[config.mk]
export PLATFORM = sky130hd
export DESIGN_NAME = memory_port_arbiter_flat
export DESIGN_NICKNAME = d
export VERILOG_FILES = /design/src/rtl/memory_port_arbiter_if.sv /design/src/rtl/memory_port_arbiter.sv /design/src/flat_wrapper.sv
export SDC_FILE = /design/constraint.sdc
export NUM_CORES = 1
export LEC_CHECK = 0
export CAP_MARGIN = 10
export CORE_MARGIN = 4
export CORE_UTILIZATION = 34
export DETAILED_ROUTE_END_ITERATION = 8
export GPL_ROUTABILITY_DRIVEN = 1
export PLACE_DENSITY = 0.69
export SLEW_MARGIN = 30
export SYNTH_ARGS = -nofsm -noshare
export SYNTH_HDL_FRONTEND = slang
export SYNTH_SLANG_ARGS = --single-unit
[constraint.sdc]
create_clock -name clk -period 4 [get_ports clk]
set_clock_uncertainty 0.05 [all_clocks]
set_input_delay 0.6 -clock clk [delete_from_list [all_inputs] [get_ports clk]]
set_output_delay 0.6 -clock clk [all_outputs]
set_load 0.05 [all_outputs]
[src/rtl/memory_port_arbiter_if.sv]
// Handshake bundle between the two bytecode requesters, the arbiter and the shared
// memory micro-instruction port. The arbiter connects through the slave modport.
interface memory_port_arbiter_if #(
  parameter int WIDTH = 32
);
  logic             fetch_start;
  logic [WIDTH-1:0] fetch_instruction;
  logic             fetch_ready;
  logic             dec_start;
  logic [WIDTH-1:0] dec_instruction;
  logic             dec_ready;
  logic             start_for_memory;
  logic [WIDTH-1:0] instruction_for_memory;
  logic             ready_for_memory;
  logic             busy;
  logic             owner;
  logic             timeout_error;

  modport slave (
    input  fetch_start, fetch_instruction, dec_start, dec_instruction, ready_for_memory,
    output fetch_ready, dec_ready, start_for_memory, instruction_for_memory,
           busy, owner, timeout_error
  );

  modport master (
    output fetch_start, fetch_instruction, dec_start, dec_instruction, ready_for_memory,
    input  fetch_ready, dec_ready, start_for_memory, instruction_for_memory,
           busy, owner, timeout_error
  );
endinterface

[src/rtl/memory_port_arbiter.sv]
// Round-robin arbiter sharing one memory micro-instruction port between fetch (0) and
// decoder (1), with a watchdog that completes a transaction the memory never answers.
module memory_port_arbiter #(
  parameter int WIDTH   = 32,
  parameter int TIMEOUT = 255,
  parameter int CNT_W   = 8
) (
  input  logic                  clk,
  input  logic                  reset,
  memory_port_arbiter_if.slave  bus
);

  typedef enum logic [1:0] {
    IDLE,
    GRANT,
    RESP
  } state_t;

  localparam bit               WD_EN    = (TIMEOUT != 0);
  localparam logic [CNT_W-1:0] CNT_LAST = CNT_W'(TIMEOUT - 1);

  state_t             state_q, state_d;
  logic [WIDTH-1:0]   instr_q, instr_d;
  logic               owner_q, owner_d;
  logic               last_owner_q, last_owner_d;
  logic [CNT_W-1:0]   cnt_q, cnt_d;
  logic               err_q, err_d;
  logic               pick;

  // NOTE: sequential state uses non-blocking assignments so every register samples
  // the pre-edge values, independent of statement order.
  always_ff @(posedge clk) begin
    if (reset) begin
      state_q      <= IDLE;
      instr_q      <= '0;
      owner_q      <= 1'b0;
      last_owner_q <= 1'b1;
      cnt_q        <= '0;
      err_q        <= 1'b0;
    end else begin
      state_q      <= state_d;
      instr_q      <= instr_d;
      owner_q      <= owner_d;
      last_owner_q <= last_owner_d;
      cnt_q        <= cnt_d;
      err_q        <= err_d;
    end
  end

  // NOTE: every signal written here gets a default first; a missed branch would
  // otherwise infer a latch.
  always_comb begin
    state_d      = state_q;
    instr_d      = instr_q;
    owner_d      = owner_q;
    last_owner_d = last_owner_q;
    cnt_d        = cnt_q;
    err_d        = err_q;
    // On a tie the requester that was not served last wins.
    pick         = (bus.fetch_start && bus.dec_start) ? ~last_owner_q : bus.dec_start;

    unique case (state_q)
      IDLE: begin
        if (bus.fetch_start || bus.dec_start) begin
          instr_d = pick ? bus.dec_instruction : bus.fetch_instruction;
          owner_d = pick;
          cnt_d   = '0;
          state_d = GRANT;
        end
      end
      GRANT: begin
        // A memory answer on the watchdog's last cycle still counts as a completion.
        if (bus.ready_for_memory) begin
          state_d = RESP;
        end else begin
          cnt_d = cnt_q + CNT_W'(1);
          if (WD_EN && cnt_q == CNT_LAST) begin
            err_d   = 1'b1;
            state_d = RESP;
          end
        end
      end
      RESP: begin
        last_owner_d = owner_q;
        state_d      = IDLE;
      end
      default: state_d = IDLE;
    endcase
  end

  // Outputs decode registered state only; no input reaches an output combinationally.
  assign bus.start_for_memory       = (state_q == GRANT);
  assign bus.instruction_for_memory = instr_q;
  assign bus.fetch_ready            = (state_q == RESP) && !owner_q;
  assign bus.dec_ready              = (state_q == RESP) &&  owner_q;
  assign bus.busy                   = (state_q != IDLE);
  assign bus.owner                  = owner_q;
  assign bus.timeout_error          = err_q;

endmodule
[src/flat_wrapper.sv]
// flat-port wrapper written by rule: the top's interface ports become plain ports
module memory_port_arbiter_flat 
#(
  parameter int WIDTH   = 32,
  parameter int TIMEOUT = 255,
  parameter int CNT_W   = 8
)
  (clk, reset, bus_fetch_start, bus_fetch_instruction, bus_dec_start, bus_dec_instruction, bus_ready_for_memory, bus_fetch_ready, bus_dec_ready, bus_start_for_memory, bus_instruction_for_memory, bus_busy, bus_owner, bus_timeout_error);
  memory_port_arbiter_if #(.WIDTH(WIDTH)) bus_i ();
  input  logic clk;
  input  logic reset;
  input wire logic [$bits(bus_i.fetch_start)-1:0] bus_fetch_start;
  input wire logic [$bits(bus_i.fetch_instruction)-1:0] bus_fetch_instruction;
  input wire logic [$bits(bus_i.dec_start)-1:0] bus_dec_start;
  input wire logic [$bits(bus_i.dec_instruction)-1:0] bus_dec_instruction;
  input wire logic [$bits(bus_i.ready_for_memory)-1:0] bus_ready_for_memory;
  output wire logic [$bits(bus_i.fetch_ready)-1:0] bus_fetch_ready;
  output wire logic [$bits(bus_i.dec_ready)-1:0] bus_dec_ready;
  output wire logic [$bits(bus_i.start_for_memory)-1:0] bus_start_for_memory;
  output wire logic [$bits(bus_i.instruction_for_memory)-1:0] bus_instruction_for_memory;
  output wire logic [$bits(bus_i.busy)-1:0] bus_busy;
  output wire logic [$bits(bus_i.owner)-1:0] bus_owner;
  output wire logic [$bits(bus_i.timeout_error)-1:0] bus_timeout_error;
  assign bus_i.fetch_start = bus_fetch_start;
  assign bus_i.fetch_instruction = bus_fetch_instruction;
  assign bus_i.dec_start = bus_dec_start;
  assign bus_i.dec_instruction = bus_dec_instruction;
  assign bus_i.ready_for_memory = bus_ready_for_memory;
  assign bus_fetch_ready = bus_i.fetch_ready;
  assign bus_dec_ready = bus_i.dec_ready;
  assign bus_start_for_memory = bus_i.start_for_memory;
  assign bus_instruction_for_memory = bus_i.instruction_for_memory;
  assign bus_busy = bus_i.busy;
  assign bus_owner = bus_i.owner;
  assign bus_timeout_error = bus_i.timeout_error;
  memory_port_arbiter #(.WIDTH(WIDTH), .TIMEOUT(TIMEOUT), .CNT_W(CNT_W)) u_core (.clk(clk), .reset(reset), .bus(bus_i));
endmodule
## Word-level counts from Yosys, hierarchy flattened

Index checks and enable logic that the tools add are counted.

| word-level totals | value |
|---|---|
| register bits after elaboration | 45 |
| latch bits | 0 |
| output and inout port bits | 38 |
| memories | 0 |
| input port bits | 69 |
| memory bits (writable) | 0 |
| ROM bits | 0 |

| cells by class | value |
|---|---|
| eq/ne operators | 6 |
| divide/modulo/power cells | 0 |
| bitwise operators | 2 |
| multiply operators | 0 |
| shift-type cells | 0 |
| $add $sub $neg | 1 |
| muxes and demuxes | 9 |
| reduce and logical (&&, ||, !) cells | 12 |
| magnitude comparators | 0 |

Operator list:

| operator | count |
|---|---|
| $mux W32 | 1 |
| $mux W8 | 2 |
| $pmux W8 S2 | 1 |
| $add A8 B1 Y8 const B | 1 |
| $eq A8 B8 Y1 const B | 1 |
| $mux W2 | 3 |
| $reduce_and A3 Y1 | 2 |
| $pmux W2 S2 | 1 |
| $reduce_and A2 Y1 | 2 |
| $reduce_bool A2 Y1 | 2 |
| $logic_and A1 B1 Y1 | 3 |
| $ne A3 B2 Y1 const B | 1 |
| $eq A2 B1 Y1 const B | 1 |
| $eq A2 B2 Y1 const B | 1 |
| $logic_not A2 Y1 | 1 |
| $ne A2 B1 Y1 const B | 1 |
| $ne A2 B2 Y1 const B | 1 |
| $not A1 Y1 | 2 |
| $logic_not A1 Y1 | 1 |
| $logic_or A1 B1 Y1 | 1 |
| $mux W1 | 1 |

## Logic depth before layout (Yosys ltp)

Gate-level depths: netlist (run 1).

| depth | value |
|---|---|
| depth in word-level cells | 4 |
| gate-level depth with buffers | 5 |
| mapped depth without buffers | 5 |

## Least setup slack after synthesis (run 1)

Ideal clock, no wire load.

| timing path | value |
|---|---|
| path kind | register -> output |
| start | register u_core.owner_q, in the netlist u_core.bus.owner |
| end | output port bus_dec_ready |
| slack | 1.928 ns |
| stages on the path, launching flop included | 3 |
| arrival | 1.422 ns |
| path buffers | 0 |
| cell sequence | dfxtp_1 -> inv_1 -> nor2_1 |

| on the way | value |
|---|---|
| cells in the longest elaborated chain, start to end | 1 |

RTL lines:

| what | RTL line | text |
|---|---|---|
| from (decl) | memory_port_arbiter.sv:24 | `logic owner_q, owner_d;` |
| from (signal assigned) | memory_port_arbiter.sv:43 | `owner_q <= owner_d;` |
| $logic_and A1 B1 Y1 | memory_port_arbiter.sv:95 | `assign bus.dec_ready = (state_q == RESP) && owner_q;` |
| to (decl) | flat_wrapper.sv:18 | `output wire logic [$bits(bus_i.dec_ready)-1:0] bus_dec_ready;` |

Every way passes these cells.

## Worst setup path in the final report (run 1)

| timing path | value |
|---|---|
| start | register u_core.state_q[0] |
| end | output port bus_busy |

| on the way | value |
|---|---|
| cells in the longest elaborated chain, start to end | 1 |

RTL lines:

| what | RTL line | text |
|---|---|---|
| from (decl) | memory_port_arbiter.sv:22 | `state_t state_q, state_d;` |
| from (signal assigned) | memory_port_arbiter.sv:41 | `state_q <= state_d;` |
| $reduce_bool A2 Y1 | memory_port_arbiter.sv:96 | `assign bus.busy = (state_q != IDLE);` |
| to (decl) | flat_wrapper.sv:21 | `output wire logic [$bits(bus_i.busy)-1:0] bus_busy;` |

Every way passes these cells.

==> results by group, run 1 <==
STA
  • Final hold slack: 441 ps
  • Hold Vio Cnt, Final: 0
  • Setup violators final: 0
  • Tightest Pin Transition: 857 ps
  • Period utilization: 71.0%
  • RSZ-0062 raised after global routing: false
  • Max Freq: 352 MHz
  • Worst setup margin: 1160 ps
  • Final min period: 2840 ps
  • Max Slew Vio Count: 0
  • Worst rel slew slack: 42.8%
  • Total negative slack: 0 ps

Drt
  • Routed vias/inst: 5.34
  • Wirelength per Cell: 16.1 µm
  • Routed vias: 2311
  • Total wire length: 6990 µm
  • Initial DRC count: 101
  • First drt pass iteration count: 4
  • Final ANT Viol Nets: 0
  • # DRC: 0

Outcome
  • Outcome: complete, no violations

Logic synthesis
  • Avg Inst Size Synth: 9.00 µm²
  • #FFs+latches synth: 45
  • Distinct cells, synth: 40
  • EDFF count, synth: 0
  • Synth Flop Type: dfxtp_1
  • Syn. warnings: 0
  • Post-synth top area share: 38.6%
  • Synth area leader: dfxtp_1
  • Cell Area, Synth: 2330 µm²
  • Seq/Total Area, Yosys: 38.6%
  • Synth top area cells: dfxtp_1 (39%), a311oi_2 (17%), nand2_1 (11%)
  • Post-Synthesis Net Count: 330
  • Async SR Flop Fraction: 0%
  • Gate count of the mapped netlist: 259

Worst hold path
  • Hold crit path type: register to register

GRT
  • Largest net degree at the start of global routing: 39
  • Initial antenna violation count: 0
  • GRT overflow: 0
  • Vias in the first global route: 2355
  • Gr usage total: 16.8%
  • First-pass GRT wire length: 11400 µm

Floorplan
  • Die ar.: 8240 µm²
  • FP Rows: 29
  • Die height: 90.8 µm
  • Core Region: 6490 µm²
  • Total I/O pin count: 107
  • Die Wd: 90.8 µm
  • Initial Util: 35.9%

Clocking
  • Hold-fix buffers, CTS: 0
  • CTS clock-pin slew for the worst setup and hold paths: 80 ps
  • CTS root buf: clkbuf_8
  • TritonCTS Buffers: 5
  • CTS tree: done
  • Worst skew pair latency: 300 ps
  • Max clock buf depth: 2
  • Post_cts resized: 0
  • Clk sinks: 45
  • H-tree levels: 2
  • Post-CTS Setup Inserts: 0

Critical path
  • Worst Setup End Kind: primary output
  • Worst-path fanout max: 38
  • CP Launch Type: register
  • Crit path DAT: 2190 ps
  • Setup CP Type: register to primary output
  • Required @ worst endpoint: 3350 ps

Pwr
  • Power Total: 1.32 mW
  • Peak supply drop: 180 µV
  • PD cells: 381 nW/µm²
  • Leakage: 1.23 nW

Final layout
  • Area grow syn2layout: 49.0%
  • Final Net Count: 426
  • Ant. Diodes: 0
  • Share of post-route cells with drive strength above 1: 13.2%

Place
  • Worst slack at placement: 1280 ps
  • Port buffer count: 106
  • Post-DP HPWL: 4730 µm
  • RD Place Congestion: 0.785

Flow run
  • MaxCap Viol Count: 0
==> routing by layer <==
layer  vias to the layer above  wire length [µm]  part of all wire (%)  track usage [%]
met3                         9               463                   6.6             5.25
met2                        74              3420                    49             30.1
li1                       1139                 -                     -                -
met5                         -                 0                     0                0
met1                      1089              3010                    43             19.2
met4                         0                92                   1.3             4.90
==> placed cells by master, fill, tap and decap left out, drive strengths merged, types with 4 or more instances in the layout <==
cell / instances
a311oi: 32
clkbuf: 8
nand2: 68
o211ai: 5
clkdlybuf4s50: 105
dfxtp: 45
buf: 6
inv: 4
nor2: 6
a21oi: 36
a211o: 4
==> metrics by stage <==
step	utilization (%)	instances	area [µm²]
floorplan	-	259	2330
global placement	52.2	425	3390
detailed placement	52.2	425	3390
CTS	53.5	433	3470
global route	53.5	433	3470
finish	53.5	433	3470
==> synthesized netlist by cell type (3+ instances only) <==
| master | instances |
|---|---|
| nand2_1 | 68 |
| dfxtp_1 | 45 |
| a21oi_1 | 36 |
| a311oi_2 | 27 |
| buf_2 | 9 |
| buf_4 | 6 |
| a311oi_1 | 5 |
| clkbuf_1 | 5 |
| nor2_1 | 5 |
| o211ai_1 | 5 |
| a211o_1 | 4 |
| inv_1 | 3 |
| mux2i_1 | 3 |
| o21ai_0 | 3 |
==> registers in the layout, summed over array words and instances, names as in the netlist <==
register / flops
u_core.bus.instruction_for_memory: 32
u_core.cnt_q: 8
u_core.state_q: 2
u_core.bus.owner: 1
u_core.bus.timeout_error: 1
u_core.last_owner_q: 1
==> worst max-delay path, cell delays in order (launching register included) <==
cell             delay [ps]
dfxtp_1                 500
nor2_2                   70
buf_4                   270
inv_2                   200
clkdlybuf4s50_1         830
==> cell type report <==
cell class	instances	area (µm²)
clock buffers	8	80.1
fillers	622	3020
flip-flops and latches	45	901
well taps	77	96.3
repair buffers	111	1090
multi-input cells	188	1290
inverters	4	15.0
==> worst paths after layout <==
| path | startpoint | to | slack (ps) | cells after the start |
|---|---|---|---|---|
| setup / recovery | u_core.state_q[0]$_SDFFE_PP0P_ | bus_busy | 1160 | 4 |
| hold / removal | u_core.bus.timeout_error$_SDFFE_PP0P_ | u_core.bus.timeout_error$_SDFFE_PP0P_ | 440 | 2 |
| setup reg to reg | u_core.state_q[0]$_SDFFE_PP0P_ | u_core.bus.instruction_for_memory[24]$_SDFFE_PP0P_ | 1500 | 6 |
| hold reg to reg | u_core.bus.timeout_error$_SDFFE_PP0P_ | u_core.bus.timeout_error$_SDFFE_PP0P_ | 440 | 2 |
==> where the power goes <==
group / switching [mW] / internal, mW
clock: 0.150 / 0.124
combinational: 0.321 / 0.206
sequential: 0.0278 / 0.494
==> cells by family after synthesis <==
group / count (synthesis) / synth area share [%]
DFF: 45 / 38.6
xor gates and xnor gates: 1 / 0.376
adders and majority gates: 2 / 1.07
muxes: 3 / 1.29
and+or+nand+nor: 95 / 18.6
AOI/OAI and AO/OA: 87 / 33.8
buffers and inverters: 26 / 6.28
Note: power is estimated with default switching activity, not from simulation.
==> run 2, diff against run 1 <==
--- a/config.mk
+++ b/config.mk
@@ -10,7 +10,7 @@
 export CORE_UTILIZATION = 34
 export DETAILED_ROUTE_END_ITERATION = 8
 export GPL_ROUTABILITY_DRIVEN = 1
-export PLACE_DENSITY = 0.69
+export PLACE_DENSITY = 0.72
 export SLEW_MARGIN = 30
 export SYNTH_ARGS = -nofsm -noshare
 export SYNTH_HDL_FRONTEND = slang
==> constraint.sdc (replaced) <==
create_clock -name clk -period 2.5 [get_ports clk]
set_clock_uncertainty 0.05 [all_clocks]
set_input_delay 0.375 -clock clk [delete_from_list [all_inputs] [get_ports clk]]
set_output_delay 0.375 -clock clk [all_outputs]
set_load 0.05 [all_outputs]
==> results by group, run 2 (same netlist as run 1, synthesis figures left out) <==
Outcome
  • Outcome: complete, no violations

Floorplan
  • Initial Util: 35.9% (unchanged)
  • Total I/O pin count: 107 (unchanged)
  • Die height: 90.8 µm (unchanged)
  • FP Rows: 29 (unchanged)
  • Die ar.: 8240 µm² (unchanged)
  • Die Wd: 90.8 µm (unchanged)
  • Core Region: 6490 µm² (unchanged)

STA
  • Total negative slack: 0 ps (unchanged)
  • Max Slew Vio Count: 0 (unchanged)
  • Period utilization: 92.5%
  • RSZ-0062 raised after global routing: false
  • Worst rel slew slack: 55.2% (+12 points)
  • Setup violators final: 0 (unchanged)
  • Max Freq: 433 MHz
  • Tightest Pin Transition: 671 ps (-186 ps)
  • Final min period: 2310 ps
  • Hold Vio Cnt, Final: 0 (unchanged)

Critical path
  • Worst-path fanout max: 9 (-76%)
  • Required @ worst endpoint: 2080 ps (-1270 ps)
  • Crit path DAT: 1890 ps (-300 ps)
  • CP Cell Sequence: nand2b_1 -> nor2_1 -> clkdlybuf4s50_1
  • Slowest Stage Delay on Critical Path: 820 ps (about the same)
  • Worst Setup End Kind: primary output
  • Critical-path top delay cell: clkdlybuf4s50_1
  • Setup CP Type: register to primary output
  • CP Launch Type: register

Drt
  • Routed vias: 2296 (-0.65%)
  • Total wire length: 6850 µm (-2.0%)
  • Initial DRC count: 106 (+5.0%)
  • Final ANT Viol Nets: 0 (unchanged)
  • # DRC: 0 (unchanged)
  • Wirelength per Cell: 15.7 µm (-2.5%)
  • First drt pass iteration count: 4 (unchanged)
  • Routed vias/inst: 5.28 (-1.1%)

Clocking
  • H-tree levels: 2 (unchanged)
  • Worst skew pair latency: 290 ps (about the same)
  • CTS clock-pin slew for the worst setup and hold paths: 90 ps (about the same)
  • Hold-fix buffers, CTS: 0 (unchanged)
  • TritonCTS Buffers: 5 (unchanged)
  • CTS tree: done
  • CTS root buf: clkbuf_8
  • Post-CTS Setup Inserts: 0 (unchanged)
  • Post_cts resized: 0 (unchanged)
  • Clk sinks: 45 (unchanged)
  • Max clock buf depth: 2 (unchanged)

GRT
  • Largest net degree at the start of global routing: 38 (-2.6%)
  • Vias in the first global route: 2206 (-6.3%)
  • Initial antenna violation count: 0 (unchanged)
  • Gr usage total: 15.8% (-1.0 points)
  • GRT overflow: 0 (unchanged)
  • First-pass GRT wire length: 10800 µm (-5.5%)

Place
  • Port buffer count: 106 (unchanged)
  • Post-DP HPWL: 4770 µm (+1.0%)
  • RD Place Congestion: 0.719 (-8.3%)
  • Placed cell count: 427 (+0.47%)

Pwr
  • Switch share: 34.6% (-3.1 points)
  • Power Internal: 1.53 mW (+86%)
  • Power share of the clock group: 27.7% (+7.0 points)
  • Comb pwr share: 36.7% (-3.2 points)
  • Sw power: 0.811 mW (+63%)
  • Peak supply drop: 275 µV (+53%)
  • Sequential fraction of design power: 35.6% (-3.8 points)
  • PD cells: 654 nW/µm² (+72%)
  • Leakage: 1.28 nW (+4.7%)

Worst hold path
  • Hold crit path type: register to register

Final layout
  • Area grow syn2layout: 53.7%
  • Commonest non-fill, non-tap cells in the layout: clkdlybuf4s50_1 (104), nand2_1 (68), dfxtp_1 (45)
  • Max reg flops: 32 (unchanged)
  • Most common cell after layout, fill and taps aside: clkdlybuf4s50_1
  • Final Net Count: 428 (+0.47%)
  • Util after Layout: 55.2% (+1.7 points)
  • Multi-input logic area: 1290 µm² (unchanged)
  • Seq. cell area: 901 µm² (unchanged)
  • Ant. Diodes: 0 (unchanged)
  • Share of post-route cells with drive strength above 1: 14.8% (+1.6 points)
  • Fillers: 576 (-7.4%)
  • Fin cells: 435 (+0.46%)

Flow run
  • MaxCap Viol Count: 0 (unchanged)
-- run 2: cell count changes in the layout (fill, tap and decap cells not counted), sizes merged --
cell,before,now
clkinv,0,1
clkbuf,8,5
bufinv,0,2
buf,6,9
clkdlybuf4s50,105,104
-- run 2: per-layer routing --
| metal | track usage [%] | up-vias | share of wire, % |
|---|---|---|---|
| li1 | - | 1144 | - |
| met1 | 19.6 | 1059 | 43 |
| met2 | 26.7 | 86 | 48 |
| met3 | 4.33 | 7 | 7.6 |
| met4 | 4.90 | 0 | 1.3 |
| met5 | 0 | - | 0 |
-- run 2: stage by stage --
step	instance area, µm²	total power [mW]	setup WS [ps]	hold slack [ps]
2_1_floorplan	2330	1.40	653	431
3_3_place_gp	3420	1.69	139	422
3_5_place_dp	3450	1.72	337	437
4_1_cts	3580	2.36	183	458
5_1_grt	3580	2.45	41.5	502
6_report	3580	2.34	188	443
-- run 2: power by group through the flow --
stage          logic (mW)  registers [mW]  clock network (mW)
2_1_floorplan       0.322            1.08                   0
3_3_place_gp        0.844           0.846                   0
3_5_place_dp        0.866           0.850                   0
4_1_cts             0.867           0.835               0.661
5_1_grt             0.905           0.845               0.696
6_report            0.859           0.835               0.648
-- run 2: final timing paths --
check | from | to | slack, ps | depth (start not counted)
worst max-delay path | u_core.state_q[0]$_SDFFE_PP0P_ | bus_dec_ready | 190 | 3
worst min-delay path | u_core.bus.timeout_error$_SDFFE_PP0P_ | u_core.bus.timeout_error$_SDFFE_PP0P_ | 440 | 2
worst max register to register | u_core.state_q[0]$_SDFFE_PP0P_ | u_core.bus.instruction_for_memory[2]$_SDFFE_PP0P_ | 720 | 5
worst min register to register | u_core.bus.timeout_error$_SDFFE_PP0P_ | u_core.bus.timeout_error$_SDFFE_PP0P_ | 440 | 2
-- run 2: layout make-up --
class	count	area share [%]
multi-input combinational	188	35.9
timing repair buffer	113	32.1
sequential	45	25.1
tap	77	2.69
clock buffer	5	1.92
clock inverter	3	1.82
inverter	4	0.419
-- run 2: critical path: cells and delay by family (launching register included) --
kind	cells	cell delay (ps)
flops	1	400
simple gates	2	360
buf+inv	1	820
==> run 3, diff against run 2 <==
--- a/config.mk
+++ b/config.mk
@@ -11,6 +11,7 @@
 export DETAILED_ROUTE_END_ITERATION = 8
 export GPL_ROUTABILITY_DRIVEN = 1
 export PLACE_DENSITY = 0.72
+export SKIP_CTS_REPAIR_TIMING = 1
 export SLEW_MARGIN = 30
 export SYNTH_ARGS = -nofsm -noshare
 export SYNTH_HDL_FRONTEND = slang
==> results of run 3 <==
Same layout as run 2: the final DEF is identical, and so are final timing and power.
